## config.mk

```make
export PLATFORM = sky130hd
export DESIGN_NAME = mem_arb
export DESIGN_NICKNAME = d
export VERILOG_FILES = /design/src/rtl/mem_pkg.sv /design/src/rtl/arb_pick.sv /design/src/rtl/mem_arb.sv
export SDC_FILE = /design/constraint.sdc
export NUM_CORES = 1
export LEC_CHECK = 0
export ABC_CLOCK_PERIOD_IN_PS = 3600
export CAP_MARGIN = 20
export CORE_AREA = 2 2 133 135
export DETAILED_ROUTE_END_ITERATION = 7
export DIE_AREA = 0 0 135 137
export PLACE_DENSITY = 0.67
export SETUP_SLACK_MARGIN = 0.02
export SLEW_MARGIN = 20
export SYNTH_ARGS = -nofsm -noshare
export SYNTH_HDL_FRONTEND = slang
export SYNTH_SLANG_ARGS = --single-unit
export TNS_END_PERCENT = 1
```

## constraint.sdc

```tcl
create_clock -name clk -period 3.6 [get_ports clk]
set_clock_uncertainty 0.1 [all_clocks]
set_input_delay 0.9 -clock clk [delete_from_list [all_inputs] [get_ports clk]]
set_output_delay 0.9 -clock clk [all_outputs]
set_load 0.01 [all_outputs]
```

## src/rtl/mem_pkg.sv

```systemverilog
// Shared encodings for the memory arbiter: FSM states and grant sources.
package mem_pkg;

   typedef enum logic [2:0] {
      ST_IDLE   = 3'd0,
      ST_IFETCH = 3'd1,
      ST_DREAD  = 3'd2,
      ST_DWRITE = 3'd3,
      ST_DMA    = 3'd4
   } mem_state_t;

   typedef enum logic [1:0] {
      SRC_NONE = 2'd0,
      SRC_CORE = 2'd1,
      SRC_DMA  = 2'd2
   } grant_src_t;

endpackage

```

## src/rtl/arb_pick.sv

```systemverilog
// Combinational grant select: core write > read > fetch, core vs DMA alternates.
module arb_pick
   import mem_pkg::*;
(
   input  logic       write,
   input  logic       read,
   input  logic       fetch,
   input  logic       dma,
   input  logic       last_dma,
   output grant_src_t src,
   output mem_state_t pick
);

   logic core;
   assign core = write | read | fetch;

   always_comb begin
      src  = SRC_NONE;
      pick = ST_IDLE;
      // DMA yields to the core only when it also won the previous grant.
      if (dma && (!core || !last_dma)) begin
         src  = SRC_DMA;
         pick = ST_DMA;
      end else if (core) begin
         src = SRC_CORE;
         if (write)     pick = ST_DWRITE;
         else if (read) pick = ST_DREAD;
         else           pick = ST_IFETCH;
      end
   end

endmodule

```

## src/rtl/mem_arb.sv

```systemverilog
// Single-port memory arbiter between core fetch/load/store and a DMA master.
// Handshake: m_req and all m_* payload are registered at grant and held until a
// one-cycle m_ack; the matching done pulse and read data appear in that cycle.
module mem_arb
   import mem_pkg::*;
#(
   parameter int RV = 32,
   parameter int VA = RV
)(
   input  logic                  clk,
   input  logic                  reset,
   input  logic                  ifetch,
   input  logic [VA-1:1]         pc,
   input  logic [VA-1:RV/16]     addr,
   input  logic [1:0]            rstrobe,
   input  logic [RV/8-1:0]       wmask,
   input  logic [RV-1:0]         wdata,
   input  logic                  io_access,
   output logic                  idone,
   output logic                  rdone,
   output logic                  wdone,
   output logic [RV-1:0]         rdata,
   input  logic                  dma_req,
   input  logic                  dma_we,
   input  logic [VA-1:RV/16]     dma_addr,
   input  logic [RV-1:0]         dma_wdata,
   input  logic [RV/8-1:0]       dma_wmask,
   output logic                  dma_done,
   output logic [RV-1:0]         dma_rdata,
   output logic                  m_req,
   output logic                  m_we,
   output logic                  m_io,
   output logic [VA-1:RV/16]     m_addr,
   output logic [RV-1:0]         m_wdata,
   output logic [RV/8-1:0]       m_wmask,
   output logic [1:0]            m_rstrobe,
   input  logic                  m_ack,
   input  logic [RV-1:0]         m_rdata,
   output mem_state_t            dbg_state
);

   localparam int AW  = VA - RV/16;
   localparam int LSB = RV/16;

   mem_state_t state, state_next, pick;
   grant_src_t src;
   logic       last_dma;
   logic       grant;
   logic       ack_ok;
   logic [AW-1:0] fetch_addr;

   // pc is a halfword address; drop the extra low bit(s) to get a word address.
   assign fetch_addr = AW'({pc, 1'b0} >> LSB);

   arb_pick u_pick (
      .write    (|wmask),
      .read     (|rstrobe),
      .fetch    (ifetch),
      .dma      (dma_req),
      .last_dma (last_dma),
      .src      (src),
      .pick     (pick)
   );

   always_comb begin
      state_next = state;
      grant      = 1'b0;
      if (state == ST_IDLE) begin
         grant      = (src != SRC_NONE);
         state_next = pick;
      end else if (m_ack) begin
         state_next = ST_IDLE;
      end
   end

   always_ff @(posedge clk) begin
      if (reset) state <= ST_IDLE;
      else       state <= state_next;
   end

   always_ff @(posedge clk) begin
      if (reset) begin
         last_dma  <= 1'b0;
         m_req     <= 1'b0;
         m_we      <= 1'b0;
         m_io      <= 1'b0;
         m_addr    <= '0;
         m_wdata   <= '0;
         m_wmask   <= '0;
         m_rstrobe <= 2'b00;
      end else if (grant) begin
         m_req    <= 1'b1;
         last_dma <= (src == SRC_DMA);
         unique case (pick)
            ST_IFETCH: begin
               m_addr <= fetch_addr; m_we <= 1'b0; m_io <= 1'b0;
               m_wmask <= '0; m_wdata <= '0; m_rstrobe <= 2'b11;
            end
            ST_DREAD: begin
               m_addr <= addr; m_we <= 1'b0; m_io <= io_access;
               m_wmask <= '0; m_wdata <= '0; m_rstrobe <= rstrobe;
            end
            ST_DWRITE: begin
               m_addr <= addr; m_we <= 1'b1; m_io <= io_access;
               m_wmask <= wmask; m_wdata <= wdata; m_rstrobe <= 2'b00;
            end
            default: begin
               m_addr <= dma_addr; m_we <= dma_we; m_io <= 1'b0;
               m_wmask <= dma_we ? dma_wmask : '0;
               m_wdata <= dma_wdata;
               m_rstrobe <= dma_we ? 2'b00 : 2'b11;
            end
         endcase
      end else if (state != ST_IDLE && m_ack) begin
         m_req <= 1'b0;
      end
   end

   // A reset in the ack cycle abandons the transaction, so suppress done then.
   assign ack_ok    = m_ack && !reset;
   assign idone     = ack_ok && (state == ST_IFETCH);
   assign rdone     = ack_ok && (state == ST_DREAD);
   assign wdone     = ack_ok && (state == ST_DWRITE);
   assign dma_done  = ack_ok && (state == ST_DMA);
   assign rdata     = m_rdata;
   assign dma_rdata = m_rdata;
   assign dbg_state = state;

endmodule

```

==> out/qor.csv, run 1 <==
stage,metric,value,unit
synthesis,Mapped Area,4620,sq um
clocking,Root Driver,clkbuf_16,
route,Final ANT Viol Nets,0,
grt,antenna violations before repair,0,
finish,ANT cells,0,
route,routed length per instance,18.6,um
setup_path,startpoint types,input pin,
synthesis,Syn Inst Count,616,
synthesis,Post-synth EDFFs,0,
worst_hold_path,kind of path behind the tightest hold check,flop to flop,
setup_path,Worst EP required,2.60,ns
synthesis,Yosys reg bits,75,
sta,setup ws final,0.247,ns
clocking,cts bufs inserted,9,
route,drt first pass iters,6,
setup_path,Worst Path Arrival,2.35,ns
clocking,Hold Buf Count CTS,0,
synthesis,register area share after synthesis,32.5,%
grt,largest net degree at the start of global routing,56,
status,status,"finished, final reports clean",
power,static leakage power,2.53,nW
synthesis,yosys warns,0,
finish,fin util,42.0,%
clocking,CTS H-Tree Depth,3,
synthesis,Synth async-reset ratio,0,%
floorplan,Die Y-Extent,137,um
synthesis,Yosys cell types,33,
sta,Fin. Hold Viols,0,
sta,fmax,298,MHz
sta,setup tns final,0,ns
route,total number of vias,5288,
sta,Slew @ Worst Pin,0.820,ns
finish,filler cell count,1719,
grt,first-pass GRT wire length,27.6,mm
finish,Final Instance Area,7160,sq um
place,pre-CTS setup slack,0.287,ns
flow_run,MaxCap Viol Count,0,
place,IO Port Bufs,248,
clocking,"Reg clk slew, reported paths",0.06,ns
grt,Overall Global Routing Usage,19.3,%
sta,Tmin final,3.35,ns
route,vias per cell,5.31,
floorplan,initial core utilization,27.1,%
power,PwrDens,480,nW/um^2
floorplan,std cell rows,48,
sta,final setup fails,0,
finish,Layout area overhead,54.9,%
sta,RSZ-0062 raised after global routing,no,
floorplan,num ports,346,
route,final wirelength,18.5,mm
synthesis,syn_area_per_cell,7.50,sq um
route,Iter 0 DRT Violations,374,
synthesis,Main synth FF type,dfxtp_1,
floorplan,total core area,17100,sq um
route,DRC,0,
finish,share of layout cells above drive strength 1,6.36,%
setup_path,WS Path Type,input pin to primary output,
clocking,CTS tree,yes,
finish,Multi-input gate area,2350,sq um
sta,worst relative slew slack,45.3,%
synthesis,syn nets,820,
place,Placer Congestion,0.753,
finish,register area,1500,sq um
place,Post-DP Area,6840,sq um
clocking,clock tree sinks,75,
power,peak supply drop,0.229,mV
grt,total grt overflow,0,
sta,Final period util,93.1,%
grt,vias in the first global route,4964,
clocking,CTS Buffer Depth,2,
setup_path,"critical path fanouts, max",4,
clocking,Post CTS Setup Buffer Count,0,
clocking,worst skew pair latency,0.34,ns
setup_path,Setup crit end kind,primary output,
floorplan,DIE AREA,18500,sq um
finish,Nets,970,
place,dpl hpwl,12.6,mm
sta,max-slew violations,0,
floorplan,DIE WIDTH,135,um
clocking,Resized Gates After CTS,0,
Yosys cell counts, types with 2 or more instances:
cell type    n  share of area (%)
a21oi_1    105                 11
inv_1       12               0.98
nor4_1       8                1.1
nor2_1       8               0.65
and3_1      30                4.1
nor3b_1     22                3.6
nand2b_1     8                1.1
o32ai_1      2               0.38
nand2_1      5               0.41
nor3_1       3               0.33
nand3_1      2               0.22
buf_4       64                 10
clkbuf_1    57                4.6
o21ai_1     30                3.3
o21ai_0     98                 11
a31oi_1     39                5.3
dfxtp_1     75                 33
a32oi_1     27                5.1
buf_6        3               0.73
buf_2        5               0.54
registers in the layout (all words and copies together) (netlist names):
signal and count:
m_we 1, last_dma 1, m_rstrobe 2, m_req 1, m_wdata 32, dbg_state 3
m_addr 30, m_io 1, m_wmask 4
worst max-delay path, cell delays in order:
cell,delay [ns]
clkdlybuf4s50_1,0.44
inv_2,0.09
nand2_1,0.07
nor4b_1,0.26
clkdlybuf4s50_1,0.59
through the flow:
stage               std cells  total power, mW  hold slack, ns
floorplan                 616             1.79           0.371
global placement          980             2.46           0.359
detailed placement        980             2.47           0.366
CTS                       996             3.48           0.380
global route              996             3.64           0.409
finish                    996             3.43           0.379
layout make-up:
cell class | instances | area share, %
flip-flops and latches | 75 | 21.0
inverters | 12 | 0.629
repair buffers | 269 | 37.2
well taps | 225 | 3.93
clock inverters | 6 | 1.26
clock buffers | 10 | 3.20
multi-input cells | 399 | 32.8
metal layers:
layer / vias up / wire [um] / track usage [%]
met2: 270 / 8780 / 32.7
met4: 0 / 494 / 8.28
met3: 45 / 1750 / 5.96
met5: - / 0 / 0
met1: 2459 / 7510 / 22.7
li1: 2514 / - / -
cell families (layout without fill, tap and decap cells):
logic type,count (synthesis),in the layout,synth area share (%)
AND/OR/NAND/NOR,93,93,12.8
flip-flops,75,75,32.5
buffers and inverters,142,297,17.4
AO/OA/AOI/OAI,306,306,37.3
path summary, 6_finish.rpt:
check,start,cells past startpoint,slack (ns),end
max reg2reg,dbg_state[2],5,1.22,m_addr[5]
min reg2reg,m_rstrobe[1],2,0.38,m_rstrobe[1]
min,m_rstrobe[1],2,0.38,m_rstrobe[1]
max,reset,5,0.25,dma_done
where the power goes:
| part | total, mW | switching [mW] | internal [mW] |
|---|---|---|---|
| Clock | 0.987 | 0.378 | 0.609 |
| Sequential | 1.11 | 0.0949 | 1.01 |
| Combinational | 1.34 | 0.656 | 0.683 |
| Total | 3.43 | 1.13 | 2.30 |
layout by cell type (no fill, tap or decap), types with 3 or more instances in the layout:
master / instances
nor2_1: 5
buf_4: 19
clkbuf_16: 9
a31oi_1: 38
nor4_1: 8
dfxtp_1: 75
nor3_1: 3
a32oi_1: 27
clkdlybuf4s50_1: 247
nand2b_1: 7
o21ai_1: 30
a21oi_1: 105
nor3b_1: 22
nand2_1: 5
o21ai_0: 98
and3_1: 30
nor2_2: 3
inv_1: 11
Note: power is estimated with default switching activity, not from simulation.
==> inputs of run 2 (changes only) <==
Settings changed: ABC_AREA from default to 1, CORE_AREA 2 2 133 135 to 2 2 134 136, DIE_AREA 0 0 135 137 to 0 0 136 138, PLACE_DENSITY 0.67 to default, SLEW_MARGIN 20 to default.
==> out/qor.csv, run 2 <==
stage,metric,value,unit
synthesis,yosys warns,0,
sta,Tmin final,3.29,ns
route,vias per cell,4.74,
floorplan,std cell rows,49,
finish,biggest regs,"m_wdata: 32 flops, m_addr: 30 flops, m_wmask: 4 flops",
floorplan,DIE AREA,18800,sq um
setup_path,most frequent CP cell,clkdlybuf4s50_1,
synthesis,Main synth FF type,dfxtp_1,
setup_path,Worst Path Arrival,2.29,ns
setup_path,startpoint types,input pin,
setup_path,Worst EP required,2.60,ns
finish,share of layout cells above drive strength 1,5.04,%
grt,met3 Track Usage GR,7.00,%
clocking,Post CTS Setup Buffer Count,0,
floorplan,DIE WIDTH,136,um
status,status,"finished, final reports clean",
route,final wirelength,18.0,mm
finish,Reg with most FFs,m_wdata,
worst_hold_path,kind of path behind the tightest hold check,flop to flop,
setup_path,CP max stage delay,0.59,ns
synthesis,Syn Inst Count,652,
setup_path,Setup crit end kind,primary output,
floorplan,num ports,346,
grt,grt met1 use,21.1,%
setup_path,"critical path fanouts, max",4,
route,drt first pass iters,4,
floorplan,Die Y-Extent,138,um
grt,grt met2 use,30.7,%
synthesis,dominant cell type by area after synthesis,dfxtp_1,
power,static leakage power,2.86,nW
finish,Layout area overhead,55.8,%
sta,max-slew violations,0,
power,peak supply drop,0.246,mV
setup_path,CP Buf/Inv Count,2,
power,PwrDens,505,nW/um^2
route,Final ANT Viol Nets,0,
synthesis,Mapped Area,4440,sq um
synthesis,Synth async-reset ratio,0,%
finish,most frequent cells in the layout,"clkdlybuf4s50_1, nand2_1, dfxtp_1",
synthesis,top-area cell type share of the netlist area,33.8,%
sta,final setup fails,0,
route,routed length per instance,17.3,um
synthesis,leading post-synthesis cells by cell area,"dfxtp_1, buf_4, nand2_1",
sta,Fin. Hold Viols,0,
synthesis,most numerous cell in the Yosys netlist,nand2_1,
grt,first-pass GRT wire length,27.1,mm
synthesis,syn_area_per_cell,6.81,sq um
route,DRC,0,
clocking,Resized Gates After CTS,0,
finish,Largest register FFs,32,
grt,vias in the first global route,4843,
sta,fmax,304,MHz
clocking,"Reg clk slew, reported paths",0.07,ns
setup_path,CP max stage cell,clkdlybuf4s50_1,
clocking,Hold Buf Count CTS,0,
grt,antenna violations before repair,1,
finish,"commonest non-fill, non-tap cell in the layout",clkdlybuf4s50_1,
grt,most used routing layer,met2,
finish,filler cell count,1852,
synthesis,register area share after synthesis,33.8,%
grt,Overall Global Routing Usage,18.6,%
grt,total grt overflow,0,
clocking,Root Driver,clkbuf_16,
sta,worst relative slew slack,44.6,%
sta,RSZ-0062 raised after global routing,no,
route,Iter 0 DRT Violations,218,
finish,Nets,1012,
setup_path,cell family with most CP delay,buffers and inverters,
clocking,CTS H-Tree Depth,3,
clocking,CTS tree,yes,
synthesis,Post-synth EDFFs,0,
finish,fin util,39.5,%
clocking,cts bufs inserted,9,
place,Placer Congestion,0.780,
sta,setup tns final,0,ns
floorplan,initial core utilization,25.3,%
synthesis,Yosys cell types,20,
synthesis,Yosys reg bits,75,
setup_path,crit path cell chain,clkdlybuf4s50_1 -> nand2_1 -> nor4_1 -> clkdlybuf4s50_1,
route,total number of vias,4936,
grt,largest net degree at the start of global routing,105,
synthesis,most common library cells after synthesis,"nand2_1, dfxtp_1, a21oi_1, buf_4, nor2_1",
setup_path,WS Path Type,input pin to primary output,
sta,Slew @ Worst Pin,0.829,ns
flow_run,MaxCap Viol Count,0,
place,dpl hpwl,12.3,mm
place,IO Port Bufs,248,
clocking,worst skew pair latency,0.34,ns
clocking,CTS Buffer Depth,2,
synthesis,syn nets,856,
floorplan,total core area,17500,sq um
finish,ANT cells,0,
sta,Final period util,91.3,%
clocking,clock tree sinks,75,
run 2: cell types whose count changed in the layout (fill, tap and decap cells not counted), sizes merged, moves of 31 or more:
cell,previous run,this run
inv,12,50
o21ai,128,36
nand2,5,115
a31oi,39,0
nand3,2,43
a21oi,105,74
nor2,8,73
nand4,1,36
run 2: layer usage:
metal  part of all wire (%)  vias to the layer above
met5                  0.045                        -
met2                     46                      241
met1                     40                     2208
li1                       -                     2449
met4                    2.9                        2
met3                     11                       36
run 2: worst register-to-register path: stages, from the launching register on:
cell and delay [ns]:
dfxtp_1 0.58, nand2_1 0.13, nand2_1 0.09, nand2_1 0.10
nor2_4 0.65, nand2_1 0.12, a21oi_1 0.16
run 2: through the flow:
step	cell area (sq um)	hold WS [ns]	total power [mW]	instances	setup slack, ns
2_1_floorplan	4440	0.387	1.87	652	0.973
3_3_place_gp	6590	0.353	2.49	1026	0.325
3_5_place_dp	6590	0.358	2.50	1026	0.334
4_1_cts	6920	0.369	3.56	1042	0.333
5_1_grt	6920	0.393	3.73	1042	0.273
6_report	6920	0.372	3.49	1042	0.312
run 2: worst paths after layout:
| kind | cells past startpoint | end | start | slack, ns |
|---|---|---|---|---|
| max | 4 | idone | m_ack | 0.31 |
| min reg2reg | 2 | m_rstrobe[1] | m_rstrobe[1] | 0.37 |
| min | 2 | m_rstrobe[1] | m_rstrobe[1] | 0.37 |
| max reg2reg | 6 | m_wdata[20] | last_dma | 1.60 |
run 2: kinds of logic after synthesis:
group | after synthesis | synth area share [%]
flip-flops | 75 | 33.8
buffers and inverters | 166 | 21.0
AND/OR/NAND/NOR | 271 | 26.9
AO/OA/AOI/OAI | 140 | 18.3
run 2: layout make-up:
class | instances | area (sq um) | share of cell area, %
clock buffers | 10 | 239 | 3.45
clock inverters | 6 | 95.1 | 1.37
inverters | 49 | 185 | 2.68
multi-input cells | 411 | 2020 | 29.2
flip-flops and latches | 75 | 1500 | 21.7
well taps | 229 | 287 | 4.14
repair buffers | 262 | 2590 | 37.5
run 2: power by group:
part	leakage, nW	internal (mW)	switching (mW)
Combinational	2.08	0.671	0.686
Sequential	0.623	1.01	0.101
Clock	0.157	0.634	0.389
